**src/rtl/pkt_pad_ctrl.sv**
```systemverilog
// Pads a message out to a block boundary: one pad, zero fill, then the length packet.
// Define PKT_PAD_BLKCNT_EN to add the blk_cnt completed-block counter output.
module pkt_pad_ctrl #(
   parameter int w    = 64,
   parameter int nblk = 8
) (
   input  logic         clk,
   input  logic         rst,
   input  logic         in_valid,
   input  logic         in_last,
   output logic         in_ready,
   input  logic         out_ready,
   output logic         out_valid,
   output logic         pad_pkt,
   output logic         zero_pkt,
   output logic         mgln_pkt,
   output logic [w-1:0] msg_len,
   output logic         blk_end,
`ifdef PKT_PAD_BLKCNT_EN
   output logic [15:0]  blk_cnt,
`endif
   output logic         done
);

   localparam int IW = (nblk > 2) ? $clog2(nblk) : 1;
   localparam logic [IW-1:0] LAST_IDX = IW'(nblk - 1);
   localparam logic [w-1:0]  LEN_INC  = w'(w);

   localparam logic [1:0] S_MSG  = 2'd0;
   localparam logic [1:0] S_PAD  = 2'd1;
   localparam logic [1:0] S_ZERO = 2'd2;
   localparam logic [1:0] S_LEN  = 2'd3;

   logic [1:0]    state;
   logic [1:0]    state_nxt;
   logic [IW-1:0] idx;
   logic [IW-1:0] idx_inc;
   logic [w-1:0]  len;
   logic          at_last;
   logic          nxt_last;
   logic          xfer;

   always_comb begin
      at_last  = (idx == LAST_IDX);
      idx_inc  = at_last ? '0 : idx + IW'(1);
      nxt_last = (idx_inc == LAST_IDX);
   end

   always_comb begin
      in_ready  = 1'b0;
      out_valid = 1'b0;
      pad_pkt   = 1'b0;
      zero_pkt  = 1'b0;
      mgln_pkt  = 1'b0;
      unique case (state)
         S_MSG: begin
            in_ready  = out_ready;
            out_valid = in_valid;
         end
         S_PAD: begin
            out_valid = 1'b1;
            pad_pkt   = 1'b1;
         end
         S_ZERO: begin
            out_valid = 1'b1;
            zero_pkt  = 1'b1;
         end
         S_LEN: begin
            out_valid = 1'b1;
            mgln_pkt  = 1'b1;
         end
         default: ;
      endcase
   end

   assign xfer    = out_valid & out_ready;
   assign msg_len = len;
   assign blk_end = out_valid & at_last;

   // A pad in the last slot leaves no room for the length packet, so it
   // falls through to ZERO and fills a whole extra block.
   always_comb begin
      state_nxt = state;
      if (xfer) begin
         unique case (state)
            S_MSG:   if (in_last) state_nxt = S_PAD;
            S_PAD:   state_nxt = nxt_last ? S_LEN : S_ZERO;
            S_ZERO:  if (nxt_last) state_nxt = S_LEN;
            S_LEN:   state_nxt = S_MSG;
            default: state_nxt = S_MSG;
         endcase
      end
   end

   always_ff @(posedge clk) begin
      if (rst) begin
         state <= S_MSG;
         idx   <= '0;
         len   <= '0;
         done  <= 1'b0;
      end else begin
         state <= state_nxt;
         done  <= xfer && (state == S_LEN);
         if (xfer) begin
            idx <= (state == S_LEN) ? '0 : idx_inc;
            if (state == S_MSG)
               len <= len + LEN_INC;
            else if (state == S_LEN)
               len <= '0;
         end
      end
   end

`ifdef PKT_PAD_BLKCNT_EN
   always_ff @(posedge clk) begin
      if (rst)
         blk_cnt <= '0;
      else if (xfer && at_last)
         blk_cnt <= blk_cnt + 16'd1;
   end
`endif

endmodule
```
**config.mk**
```make
export PLATFORM = sky130hd
export DESIGN_NAME = pkt_pad_ctrl
export DESIGN_NICKNAME = d
export VERILOG_FILES = /design/src/rtl/pkt_pad_ctrl.sv
export SDC_FILE = /design/constraint.sdc
export NUM_CORES = 1
export LEC_CHECK = 0
export ABC_AREA = 1
export BUFFER_PORTS_ARGS = -buffer_cell sky130_fd_sc_hd__buf_2
export CORE_AREA = 2 2 88 90
export DETAILED_ROUTE_END_ITERATION = 8
export DIE_AREA = 0 0 90 92
export GPL_TIMING_DRIVEN = 0
export PLACE_DENSITY = 0.78
export SYNTH_ARGS = -nofsm -noshare
export SYNTH_HDL_FRONTEND = slang
export SYNTH_SLANG_ARGS = --single-unit
```
**constraint.sdc**
```tcl
create_clock -name clk -period 2.1 [get_ports clk]
set_input_delay 0.21 -clock clk [delete_from_list [all_inputs] [get_ports clk]]
set_output_delay 0.21 -clock clk [all_outputs]
set_load 0.03 [all_outputs]
```
==> results of run 1 <==
[where the power goes]
group | switching, mW | leakage (nW) | internal, mW
Sequential | 0.0135 | 0.517 | 1.23
Combinational | 0.187 | 1.29 | 0.0920
Clock | 0.488 | 0.103 | 0.610
Total | 0.688 | 1.91 | 1.93
[synthesized netlist by cell type, types with 3 or more instances]
master	instances	area share
sky130_fd_sc_hd__ha_1	9	0.029
sky130_fd_sc_hd__nand4_1	16	0.026
sky130_fd_sc_hd__nand2_2	3	0.0048
sky130_fd_sc_hd__dfxtp_1	64	0.33
sky130_fd_sc_hd__a21oi_1	38	0.049
sky130_fd_sc_hd__nor2_1	143	0.14
sky130_fd_sc_hd__buf_4	7	0.013
sky130_fd_sc_hd__nor2_2	6	0.0096
sky130_fd_sc_hd__o21ai_0	21	0.027
sky130_fd_sc_hd__nor2_4	8	0.023
sky130_fd_sc_hd__nand2_1	168	0.16
sky130_fd_sc_hd__nor3_1	12	0.015
sky130_fd_sc_hd__buf_6	5	0.014
sky130_fd_sc_hd__inv_1	71	0.068
sky130_fd_sc_hd__nand3_1	31	0.040
[layer usage]
| metal | track usage | up-vias |
|---|---|---|
| met5 | 0 | - |
| met4 | 0.154 | 0 |
| met3 | 0.0534 | 36 |
| met2 | 0.450 | 176 |
| met1 | 0.330 | 1922 |
| li1 | - | 2158 |
[worst register-to-register path, stage by stage, from the launching register on]
cell	delay, ns
sky130_fd_sc_hd__dfxtp_2	0.38
sky130_fd_sc_hd__inv_1	0.10
sky130_fd_sc_hd__ha_2	0.29
sky130_fd_sc_hd__inv_1	0.09
sky130_fd_sc_hd__nand3_4	0.17
sky130_fd_sc_hd__nor2_4	0.19
sky130_fd_sc_hd__buf_6	0.16
sky130_fd_sc_hd__nand3_2	0.14
sky130_fd_sc_hd__nor2_2	0.17
sky130_fd_sc_hd__nand2_1	0.08
sky130_fd_sc_hd__nand2_1	0.06
sky130_fd_sc_hd__nor2_1	0.03
[metrics by stage]
step	instance area (sq um)	worst slack [ns]	total power, mW	util	TNS [ns]
finish	4620	0.131	2.62	0.621	0
global route	4620	0.00990	2.70	0.621	0
CTS	4600	-0.0207	2.62	0.617	-0.0433
detailed placement	4400	-0.0114	1.54	0.591	-0.0164
global placement	4400	0.0551	1.53	0.591	0
floorplan	3930	0.200	1.48	-	0
[cells by family after synthesis]
| group | Yosys count | synth area share |
|---|---|---|
| AOI/OAI and AO/OA | 72 | 0.101 |
| adders and majority gates | 9 | 0.0288 |
| buffers and inverters | 86 | 0.102 |
| DFF | 64 | 0.328 |
| other | 1 | 0.000960 |
| and+or+nand+nor | 397 | 0.440 |
[registers in the layout, indices dropped and copies added, names as in the netlist]
name	cells
msg_len	58
done	1
idx	3
state	2
[area by class of cell]
class                           instances  share of cell area
Buffer                                 13              0.0265
Clock buffer                           13              0.0344
Clock inverter                          3             0.00866
Inverter                               73              0.0601
Multi-Input combinational cell        484               0.491
Sequential cell                        64               0.277
Tap cell                              102              0.0276
Timing Repair Buffer                   69              0.0747
[path summary, 6_finish.rpt]
path	from	endpoint	slack, ns
max	state[0]	msg_len[61]	0.13
min	rst	state[0]	0.08
max reg2reg	state[0]	msg_len[61]	0.13
min reg2reg	idx[2]	idx[2]	0.48
[repair_timing]
item / 4_1_cts / 5_1_grt
endpoints found under the hold margin: 0 / 0
pin swaps: 0 / 3
resized for setup: 0 / 8
endpoints found under the setup margin: 5 / 50
==> tab_implementation.tex, run 1 <==
\begin{tabular}{lr}
\hline
Metric & Value \\
\hline
\multicolumn{2}{l}{\textbf{Die}} \\
I/O pins & 76 \\
Num rows & 32 \\
Die height & about 90 microns \\
Die ar. & around 8300 sq um \\
Effective utilization at floorplan & 0.525 \\
Overall die width & around 90 microns \\
Standard cell core area & roughly 7400 sq um \\
\multicolumn{2}{l}{\textbf{Setup path}} \\
Path type of the worst setup path & reg -> reg \\
Count of cell instances traversed by the critical path & 11 \\
Category of cells accounting for the largest share of critical-path delay & simple AND/OR/NAND/NOR gates \\
Crit. End Element & flip-flop \\
Startpoint type of the worst setup path & flip-flop \\
Logic depth of the worst register-to-register path & 11 \\
Max stage delay on crit path & 0.38 ns \\
Data arrival time at the worst-slack endpoint & around 2.2 ns \\
Highest fanout seen on the critical path & 10 \\
Crit-path slowest cell & sky130\_fd\_sc\_hd\_\_dfxtp\_2 \\
Worst path required time & approximately 2.4 ns \\
Worst path buffer plus inverter count & 3 \\
Sequence of cells on the critical path & inv\_1 > ha\_2 > inv\_1 > nand3\_4 > nor2\_4 > buf\_6 > nand3\_2 > nor2\_2 > nand2\_1 > nand2\_1 > nor2\_1 \\
\multicolumn{2}{l}{\textbf{Finish}} \\
Commonest non-fill, non-tap cells in the layout & sky130\_fd\_sc\_hd\_\_nand2\_1, sky130\_fd\_sc\_hd\_\_nor2\_1, sky130\_fd\_sc\_hd\_\_inv\_1, sky130\_fd\_sc\_hd\_\_buf\_2, sky130\_fd\_sc\_hd\_\_dfxtp\_1 \\
Final std cells w/o fill & about 820 \\
Most common library cell in the layout ignoring fill and taps & sky130\_fd\_sc\_hd\_\_nand2\_1 \\
\# nets final & around 730 \\
Count of fill cells added during filler insertion & a little over 700 \\
Multi-input logic area & 2270 sq um \\
Growth of design area from synthesis to finish & 18.3\% \\
Register Area & around 1300 sq um \\
Ant. Diodes & 0 \\
Share of post-route cells with drive strength above 1 & 0.178 \\
\multicolumn{2}{l}{\textbf{STA}} \\
Final setup skew & about 0.0056 ns \\
Max transition margin & 0.633 \\
Maximum clock frequency & a little over 500 MHz \\
Least-Margin Pin Slew & about 0.55 ns \\
Setup repair after global routing missed its margin & no \\
Final Setup Violations & 0 \\
Pins Over Slew Limit & 0 \\
Post-layout min period & about 2.0 ns \\
Hold WS & 0.0829 ns \\
Share of the cycle needed by the critical path after routing & 0.938 \\
Final Hold Viols & 0 \\
\multicolumn{2}{l}{\textbf{Yosys}} \\
Seq cells post-synth & 64 \\
Synthesized netlist cell count & between 600 and 700 \\
Post-synth cell types & 33 \\
Synth Flop Type & sky130\_fd\_sc\_hd\_\_dfxtp\_1 \\
Netlist area before placement & 3910 sq um \\
Post-synthesis average cell area & approximately 6.2 sq um \\
Number of warnings issued by yosys & 0 \\
Sequential element share of the synthesized area & 0.328 \\
Number of flops mapped to enable cells by yosys & 0 \\
Async set or reset register ratio after synthesis & 0 \\
\multicolumn{2}{l}{\textbf{Run status}} \\
Outcome & completed \\
\multicolumn{2}{l}{\textbf{Placed design}} \\
Placed Cells & between 800 and 900 \\
Input/output buffers & approximately 70 \\
Post-detailed-placement half-perimeter wirelength & roughly 8500 microns \\
Routability cong. & 1.03 \\
\multicolumn{2}{l}{\textbf{Pwr}} \\
Lkg Pwr & 1.91 nW \\
Power per cell area & 566 nW/um\^{}2 \\
Worst vdd rail ir drop & 0.333 mV \\
\multicolumn{2}{l}{\textbf{Detailed routing}} \\
Post-Route WL & between 10,000 and 15,000 microns \\
Number of remaining DRC errors & 0 \\
Uppermost signal routing layer after detailed routing & met4 \\
Routed met2 length & about 5000 microns \\
Vias per cell & about 5.2 \\
DRT iter0 DRCs & roughly 310 \\
Vias after detailed routing & 4,292 \\
Detail Route Antenna Nets & 0 \\
Average wire length per cell after detail routing & 13.2 microns \\
Pre-antenna DRT Iters & 5 \\
Routed wire length on met3 & $\sim$800 microns \\
Routed length on met1 & $\sim$4600 microns \\
\multicolumn{2}{l}{\textbf{Clock network}} \\
Deepest level of the CTS H-tree & 3 \\
Inserted Clock Buffers & 9 \\
TritonCTS sink count & between 60 and 70 \\
Post-CTS setup buffers & 0 \\
Clock insertion delay at the later pin of the skew report & 0.35 ns \\
Number of buffers added to fix hold violations after cts & 0 \\
Worst-path clk slew & around 0.070 ns \\
Buffer cell driving the clock tree root & sky130\_fd\_sc\_hd\_\_clkbuf\_8 \\
Clock Path Buffers & 2 \\
Clock tree from TritonCTS & yes \\
\multicolumn{2}{l}{\textbf{GRT}} \\
Largest net degree at the start of global routing & 11 \\
Overflow left after global routing & 0 \\
Total global routing track utilization & 0.271 \\
Antenna violations before repair & 0 \\
Global-route wire length before repair & roughly 18,000 microns \\
Number of global-route vias before repair & about 4,000 \\
\multicolumn{2}{l}{\textbf{Hold path}} \\
Min-Delay Path Depth & 2 \\
Worst hold path class & in -> reg \\
\multicolumn{2}{l}{\textbf{Job}} \\
MaxCap Viol Count & 0 \\
\hline
\end{tabular}
Power figures use the tool's default switching activity.
==> inputs of run 2 (changes only) <==
==> constraint.sdc (replaced) <==
create_clock -name clk -period 2.3 [get_ports clk]
set_input_delay 0.23 -clock clk [delete_from_list [all_inputs] [get_ports clk]]
set_output_delay 0.23 -clock clk [all_outputs]
set_load 0.02 [all_outputs]
==> run 2 against run 1 <==
  * Sequential power shrank 9%
  * Sequential share of layout area grew 0.10 points
  * Critical path type unchanged
  * Clock power shrank 9%
  * Routed wire length grew 0.22%
  * Clock-buffer cell count is the same
  * Total power shrank 9.5%
  * Clock skew grew 0.00081 ns
  * Largest cell class unchanged
  * Utilization shrank 0.29 points
  * Non-clock buffer count is the same
  * Register-to-register slack gained 0.04 ns
  * Flip-flop and latch count is the same
  * Combinational power shrank 16%
==> tab_implementation.tex, run 2 (synthesized netlist as in run 1, its figures left out) <==
\begin{tabular}{lr}
\hline
Metric & Value \\
\hline
\multicolumn{2}{l}{\textbf{Run status}} \\
Outcome & completed \\
\multicolumn{2}{l}{\textbf{Clock network}} \\
Clock insertion delay at the later pin of the skew report & 0.35 ns (about the same) \\
Post-CTS setup buffers & 0 (unchanged) \\
Number of buffers added to fix hold violations after cts & 0 (unchanged) \\
TritonCTS sink count & 64 (unchanged) \\
Clock Path Buffers & 2 (unchanged) \\
Buffer cell driving the clock tree root & sky130\_fd\_sc\_hd\_\_clkbuf\_8 \\
Clock tree from TritonCTS & yes \\
Worst-path clk slew & 0.07 ns (about the same) \\
Inserted Clock Buffers & 9 (unchanged) \\
Post-CTS Resized & 0 (unchanged) \\
Deepest level of the CTS H-tree & 3 (unchanged) \\
\multicolumn{2}{l}{\textbf{STA}} \\
Least-Margin Pin Slew & 0.555 ns (+0.00941 ns) \\
Final Setup Violations & 0 (unchanged) \\
Final Hold Viols & 0 (unchanged) \\
Accumulated negative setup slack & 0 ns (unchanged) \\
Pins Over Slew Limit & 0 (unchanged) \\
Setup repair after global routing missed its margin & yes \\
Final setup skew & 0.00645 ns (+0.000814 ns) \\
Maximum clock frequency & 471 MHz (-7.3\%) \\
Post-layout min period & 2.12 ns (+0.156 ns) \\
Hold WS & 0.108 ns (+0.0255 ns) \\
Max transition margin & 0.627 (-0.00632) \\
Share of the cycle needed by the critical path after routing & 0.924 (-0.0139) \\
\multicolumn{2}{l}{\textbf{Detailed routing}} \\
DRT iter0 DRCs & 294 (-5.5\%) \\
Post-Route WL & 10,900 microns (+0.22\%) \\
Detail Route Antenna Nets & 0 (unchanged) \\
Average wire length per cell after detail routing & 13.3 microns (+0.22\%) \\
Vias per cell & 5.20 (-0.61\%) \\
Pre-antenna DRT Iters & 5 (unchanged) \\
Number of remaining DRC errors & 0 (unchanged) \\
Vias after detailed routing & 4,266 (-0.61\%) \\
\multicolumn{2}{l}{\textbf{Finish}} \\
Max FFs per register & 58 (unchanged) \\
Register Area & 1280 sq um (about the same) \\
Share of post-route cells with drive strength above 1 & 0.171 (-0.00695) \\
Growth of design area from synthesis to finish & 17.8\% \\
\# nets final & 728 (unchanged) \\
Commonest non-fill, non-tap cells in the layout & sky130\_fd\_sc\_hd\_\_nand2\_1, sky130\_fd\_sc\_hd\_\_nor2\_1, sky130\_fd\_sc\_hd\_\_inv\_1 \\
Multi-input logic area & 2250 sq um (-0.88\%) \\
Ant. Diodes & 0 (unchanged) \\
Count of fill cells added during filler insertion & 727 (+0.28\%) \\
Most common library cell in the layout ignoring fill and taps & sky130\_fd\_sc\_hd\_\_nand2\_1 \\
\multicolumn{2}{l}{\textbf{Placed design}} \\
Routability cong. & 1.03 (unchanged) \\
Post-detailed-placement half-perimeter wirelength & 8480 microns (unchanged) \\
Input/output buffers & 69 (unchanged) \\
\multicolumn{2}{l}{\textbf{Setup path}} \\
R2R Path End & msg\_len[33] \\
Origin of the critical flop-to-flop path & state[0] \\
Worst path required time & 2.54 ns (+0.19 ns) \\
Source of the critical timing path & state[0] \\
Startpoint type of the worst setup path & flip-flop \\
Highest fanout seen on the critical path & 10 (unchanged) \\
Path type of the worst setup path & reg -> reg \\
Crit. End Element & flip-flop \\
Logic depth of the worst register-to-register path & 9 (-2) \\
R2R Setup Slk & 0.18 ns (+0.04 ns) \\
Data arrival time at the worst-slack endpoint & 2.36 ns (+0.14 ns) \\
\multicolumn{2}{l}{\textbf{Die}} \\
Overall die width & 90 microns (unchanged) \\
Standard cell core area & 7450 sq um (unchanged) \\
Num rows & 32 (unchanged) \\
Die ar. & 8280 sq um (unchanged) \\
Effective utilization at floorplan & 0.525 (unchanged) \\
Die height & 92 microns (unchanged) \\
I/O pins & 76 (unchanged) \\
\multicolumn{2}{l}{\textbf{GRT}} \\
Global-route wire length before repair & 18,200 microns (unchanged) \\
Number of global-route vias before repair & 3,983 (unchanged) \\
Largest net degree at the start of global routing & 11 (unchanged) \\
Overflow left after global routing & 0 (unchanged) \\
Total global routing track utilization & 0.271 (unchanged) \\
Antenna violations before repair & 0 (unchanged) \\
\multicolumn{2}{l}{\textbf{Hold path}} \\
End point of the worst hold path & msg\_len[7] \\
Startpoint of the worst hold path & rst \\
Worst hold path class & in -> reg \\
Min-Delay Path Depth & 2 (unchanged) \\
\multicolumn{2}{l}{\textbf{Pwr}} \\
Worst vdd rail ir drop & 0.300 mV (-9.7\%) \\
Lkg Pwr & 1.91 nW (about the same) \\
Power per cell area & 515 nW/um\^{}2 (-9.0\%) \\
\multicolumn{2}{l}{\textbf{Job}} \\
MaxCap Viol Count & 0 (unchanged) \\
\hline
\end{tabular}
-- run 2: cell counts in the layout (fill, tap and decap cells not counted) --
No cell type changed its count.
-- run 2: per-stage QoR --
step                total power [mW]  setup WS (ns)  utilization  instances  instance area, sq um
floorplan                       1.33          0.456            -        634                  3930
detailed placement              1.39          0.189        0.591        805                  4400
global route                    2.45      -0.000887        0.618        821                  4600
global placement                1.38          0.255        0.591        805                  4400
CTS                             2.37          0.179        0.617        821                  4600
finish                          2.37          0.176        0.618        821                  4600
-- run 2: report_power, final --
| group | total (mW) | switching (mW) | internal [mW] |
|---|---|---|---|
| registers | 1.13 | 0.0119 | 1.12 |
| clock network | 1.00 | 0.447 | 0.557 |
| logic | 0.235 | 0.154 | 0.0812 |
| total | 2.37 | 0.612 | 1.76 |
-- run 2: worst max path at each step --
stage	endpoint	slack, ns	cells after the start
after floorplan	msg_len[28]	0.46	9
after global placement	msg_len[53]	0.26	9
after detailed placement	msg_len[44]	0.19	10
after CTS	msg_len[44]	0.18	10
after global routing	msg_len[12]	-0.0009	9
final	msg_len[33]	0.18	9
-- run 2: critical path, stage by stage (launching register included) --
cell,delay [ns]
sky130_fd_sc_hd__dfxtp_1,0.42
sky130_fd_sc_hd__inv_1,0.12
sky130_fd_sc_hd__ha_1,0.30
sky130_fd_sc_hd__nand2_2,0.14
sky130_fd_sc_hd__nand3_4,0.16
sky130_fd_sc_hd__o21ai_2,0.38
sky130_fd_sc_hd__inv_2,0.14
sky130_fd_sc_hd__buf_6,0.17
sky130_fd_sc_hd__o21ai_0,0.08
sky130_fd_sc_hd__a21oi_1,0.07
-- run 2: final cells by class --
type	count	area share
sequential	64	0.278
tap	102	0.0277
multi-input combinational	484	0.488
inverter	73	0.0604
timing repair buffer	69	0.0751
clock buffer	13	0.0345
clock inverter	3	0.00870
buffer	13	0.0267
-- run 2: metal layers --
layer / global-route usage / wire, microns / up-vias
met3: 0.0534 / 834 / 38
met4: 0.154 / 462 / 0
met1: 0.330 / 4600 / 1894
met2: 0.450 / 5000 / 181
li1: - / - / 2153
met5: 0 / 0 / -
==> inputs of run 3 (changes only) <==
CELL_PAD_IN_SITES_DETAIL_PLACEMENT = 0   (was not set)
CELL_PAD_IN_SITES_GLOBAL_PLACEMENT = 1   (was not set)
CORE_AREA = 2 2 116 90   (was 2 2 88 90)
DIE_AREA = 0 0 118 92   (was 0 0 90 92)
PLACE_DENSITY = not set   (was 0.78)
PLACE_DENSITY_LB_ADDON = 0.1   (was not set)
==> run 3 against run 2 <==
  * Total power grew 17%
  * Sequential share of layout area shrank 1.1 points
  * Flip-flop and latch count is the same
  * Clock-buffer cell count is the same
  * Non-clock buffer count grew 1
  * Critical path depth grew 1
  * Routed wire length grew 12%
  * Die area grew 31%
  * Global-route usage shrank 4.1 points
  * Design area grew 4.1%
  * Critical path type unchanged
==> tab_implementation.tex, run 3 (synthesized netlist as in run 1, its figures left out) <==
\begin{tabular}{lr}
\hline
Metric & Value \\
\hline
\multicolumn{2}{l}{\textbf{Setup path}} \\
Sequence of cells on the critical path & inv\_1 > ha\_1 > nand2\_2 > nand3\_4 > nor2\_4 > nand2\_1 > nor2\_4 > nand3\_1 > nand2\_1 > nor2\_1 \\
Startpoint type of the worst setup path & flip-flop \\
Worst path required time & 2.52 ns (-0.02 ns) \\
R2R Path End & msg\_len[55] \\
Worst path buffer plus inverter count & 1 (-2) \\
Category of cells accounting for the largest share of critical-path delay & simple AND/OR/NAND/NOR gates \\
R2R Setup Slk & 0.20 ns (+0.02 ns) \\
Path type of the worst setup path & reg -> reg \\
Logic depth of the worst register-to-register path & 10 (+1) \\
Origin of the critical flop-to-flop path & state[0] \\
Crit. End Element & flip-flop \\
Crit-path slowest cell & sky130\_fd\_sc\_hd\_\_dfxtp\_1 \\
Data arrival time at the worst-slack endpoint & 2.33 ns (-0.03 ns) \\
Max stage delay on crit path & 0.42 ns (about the same) \\
Highest fanout seen on the critical path & 8 (-2) \\
\multicolumn{2}{l}{\textbf{Placed design}} \\
Routability cong. & 0.914 (-11\%) \\
Post-detailed-placement half-perimeter wirelength & 9670 microns (+14\%) \\
Input/output buffers & 69 (unchanged) \\
\multicolumn{2}{l}{\textbf{Die}} \\
Overall die width & 118 microns (+31\%) \\
Standard cell core area & 9890 sq um (+33\%) \\
Die height & 92 microns (unchanged) \\
Die ar. & 10,900 sq um (+31\%) \\
Effective utilization at floorplan & 0.395 (-0.130) \\
Num rows & 32 (unchanged) \\
I/O pins & 76 (unchanged) \\
\multicolumn{2}{l}{\textbf{Clock network}} \\
Buffer cell driving the clock tree root & sky130\_fd\_sc\_hd\_\_clkbuf\_16 \\
TritonCTS sink count & 64 (unchanged) \\
Worst-path clk slew & 0.05 ns (-0.02 ns) \\
Clock tree from TritonCTS & yes \\
Clock insertion delay at the later pin of the skew report & 0.33 ns (-0.02 ns) \\
Deepest level of the CTS H-tree & 3 (unchanged) \\
Inserted Clock Buffers & 9 (unchanged) \\
Clock Path Buffers & 2 (unchanged) \\
\multicolumn{2}{l}{\textbf{Hold path}} \\
Startpoint of the worst hold path & rst \\
Worst hold path class & in -> reg \\
Min-Delay Path Depth & 2 (unchanged) \\
End point of the worst hold path & idx[2] \\
\multicolumn{2}{l}{\textbf{Finish}} \\
Most common library cell in the layout ignoring fill and taps & sky130\_fd\_sc\_hd\_\_nand2\_1 \\
Utilization after layout & 0.484 (-0.134) \\
\# nets final & 729 (+0.14\%) \\
Growth of design area from synthesis to finish & 22.5\% \\
Ant. Diodes & 0 (unchanged) \\
Share of post-route cells with drive strength above 1 & 0.175 (+0.00393) \\
Max FFs per register & 58 (unchanged) \\
Commonest non-fill, non-tap cells in the layout & sky130\_fd\_sc\_hd\_\_nand2\_1, sky130\_fd\_sc\_hd\_\_nor2\_1, sky130\_fd\_sc\_hd\_\_inv\_1 \\
\multicolumn{2}{l}{\textbf{Detailed routing}} \\
Average wire length per cell after detail routing & 14.2 microns (+7.2\%) \\
Number of remaining DRC errors & 0 (unchanged) \\
Vias per cell & 4.92 (-5.3\%) \\
Detail Route Antenna Nets & 0 (unchanged) \\
Post-Route WL & 12,200 microns (+12\%) \\
Pre-antenna DRT Iters & 5 (unchanged) \\
DRT iter0 DRCs & 236 (-20\%) \\
Vias after detailed routing & 4,212 (-1.3\%) \\
\multicolumn{2}{l}{\textbf{STA}} \\
Max transition margin & 0.664 (+0.0369) \\
Pins Over Slew Limit & 0 (unchanged) \\
Least-Margin Pin Slew & 0.500 ns (-0.0550 ns) \\
Post-layout min period & 2.10 ns (-0.0207 ns) \\
Maximum clock frequency & 475 MHz (+0.99\%) \\
Final setup skew & 0.00753 ns (+0.00108 ns) \\
Setup repair after global routing missed its margin & yes \\
Share of the cycle needed by the critical path after routing & 0.915 (-0.00902) \\
Final Hold Viols & 0 (unchanged) \\
Final Setup Violations & 0 (unchanged) \\
\multicolumn{2}{l}{\textbf{Pwr}} \\
Worst vdd rail ir drop & 0.494 mV (+65\%) \\
Power per cell area & 579 nW/um\^{}2 (+12\%) \\
Lkg Pwr & 1.97 nW (+2.9\%) \\
Total power of the final layout & 2.77 mW (+17\%) \\
\multicolumn{2}{l}{\textbf{GRT}} \\
Global-route wire length before repair & 19,400 microns (+6.5\%) \\
Overflow left after global routing & 0 (unchanged) \\
Total global routing track utilization & 0.230 (-0.0413) \\
Antenna violations before repair & 0 (unchanged) \\
Largest net degree at the start of global routing & 11 (unchanged) \\
Number of global-route vias before repair & 3,765 (-5.5\%) \\
\multicolumn{2}{l}{\textbf{Job}} \\
MaxCap Viol Count & 0 (unchanged) \\
\multicolumn{2}{l}{\textbf{Run status}} \\
Outcome & completed \\
\hline
\end{tabular}
run 3: cell type report:
type,count,area [sq um]
plain buffers,13,123
clock buffers,13,260
clock inverters,3,40.0
fillers,1065,5100
inverters,73,278
multi-input cells,484,2270
flip-flops and latches,64,1280
well taps,136,170
repair buffers,70,365
run 3: what timing repair did:
item | 4_1_cts | 5_1_grt
hold buffers | 0 | 0
buffers inserted | 0 | 1
setup endpoints to repair | 0 | 17
resized for setup | 0 | 6
run 3: stage by stage:
stage / instances / setup WS, ns / setup TNS, ns / hold slack, ns / instance area [sq um]
floorplan: 634 / 0.456 / 0 / 0.299 / 3930
global placement: 839 / 0.145 / 0 / 0.460 / 4440
detailed placement: 839 / 0.0918 / 0 / 0.479 / 4440
finish: 856 / 0.196 / 0 / 0.135 / 4790
global route: 856 / -0.00861 / -0.00861 / 0.142 / 4790
CTS: 855 / 0.0864 / 0 / 0.129 / 4740
run 3: worst reg2reg max path, stage by stage (launching register included):
cell	delay, ns
sky130_fd_sc_hd__dfxtp_1	0.42
sky130_fd_sc_hd__inv_1	0.11
sky130_fd_sc_hd__ha_1	0.31
sky130_fd_sc_hd__nand2_2	0.15
sky130_fd_sc_hd__nand3_4	0.19
sky130_fd_sc_hd__nor2_4	0.19
sky130_fd_sc_hd__nand2_1	0.13
sky130_fd_sc_hd__nor2_4	0.28
sky130_fd_sc_hd__nand3_1	0.11
sky130_fd_sc_hd__nand2_1	0.08
sky130_fd_sc_hd__nor2_1	0.04
run 3: routing by layer:
metal	wire, microns	global-route usage
met2	4990	0.334
met4	117	0.0612
met5	0	0
met1	6310	0.344
met3	756	0.0460
run 3: report_power, final:
part	total [mW]	internal, mW	switching [mW]
Sequential	1.13	1.12	0.0114
Combinational	0.246	0.0824	0.164
Clock	1.39	0.895	0.497
run 3: how the worst max path moves through the flow:
| stage | slack, ns | startpoint | to | cells after the start |
|---|---|---|---|---|
| floorplan | 0.46 | state[0] | msg_len[28] | 9 |
| global placement | 0.14 | state[0] | msg_len[61] | 11 |
| detailed placement | 0.09 | state[0] | msg_len[61] | 11 |
| CTS | 0.09 | state[0] | msg_len[61] | 11 |
| global route | -0.009 | state[0] | msg_len[55] | 10 |
| finish | 0.20 | state[0] | msg_len[55] | 10 |
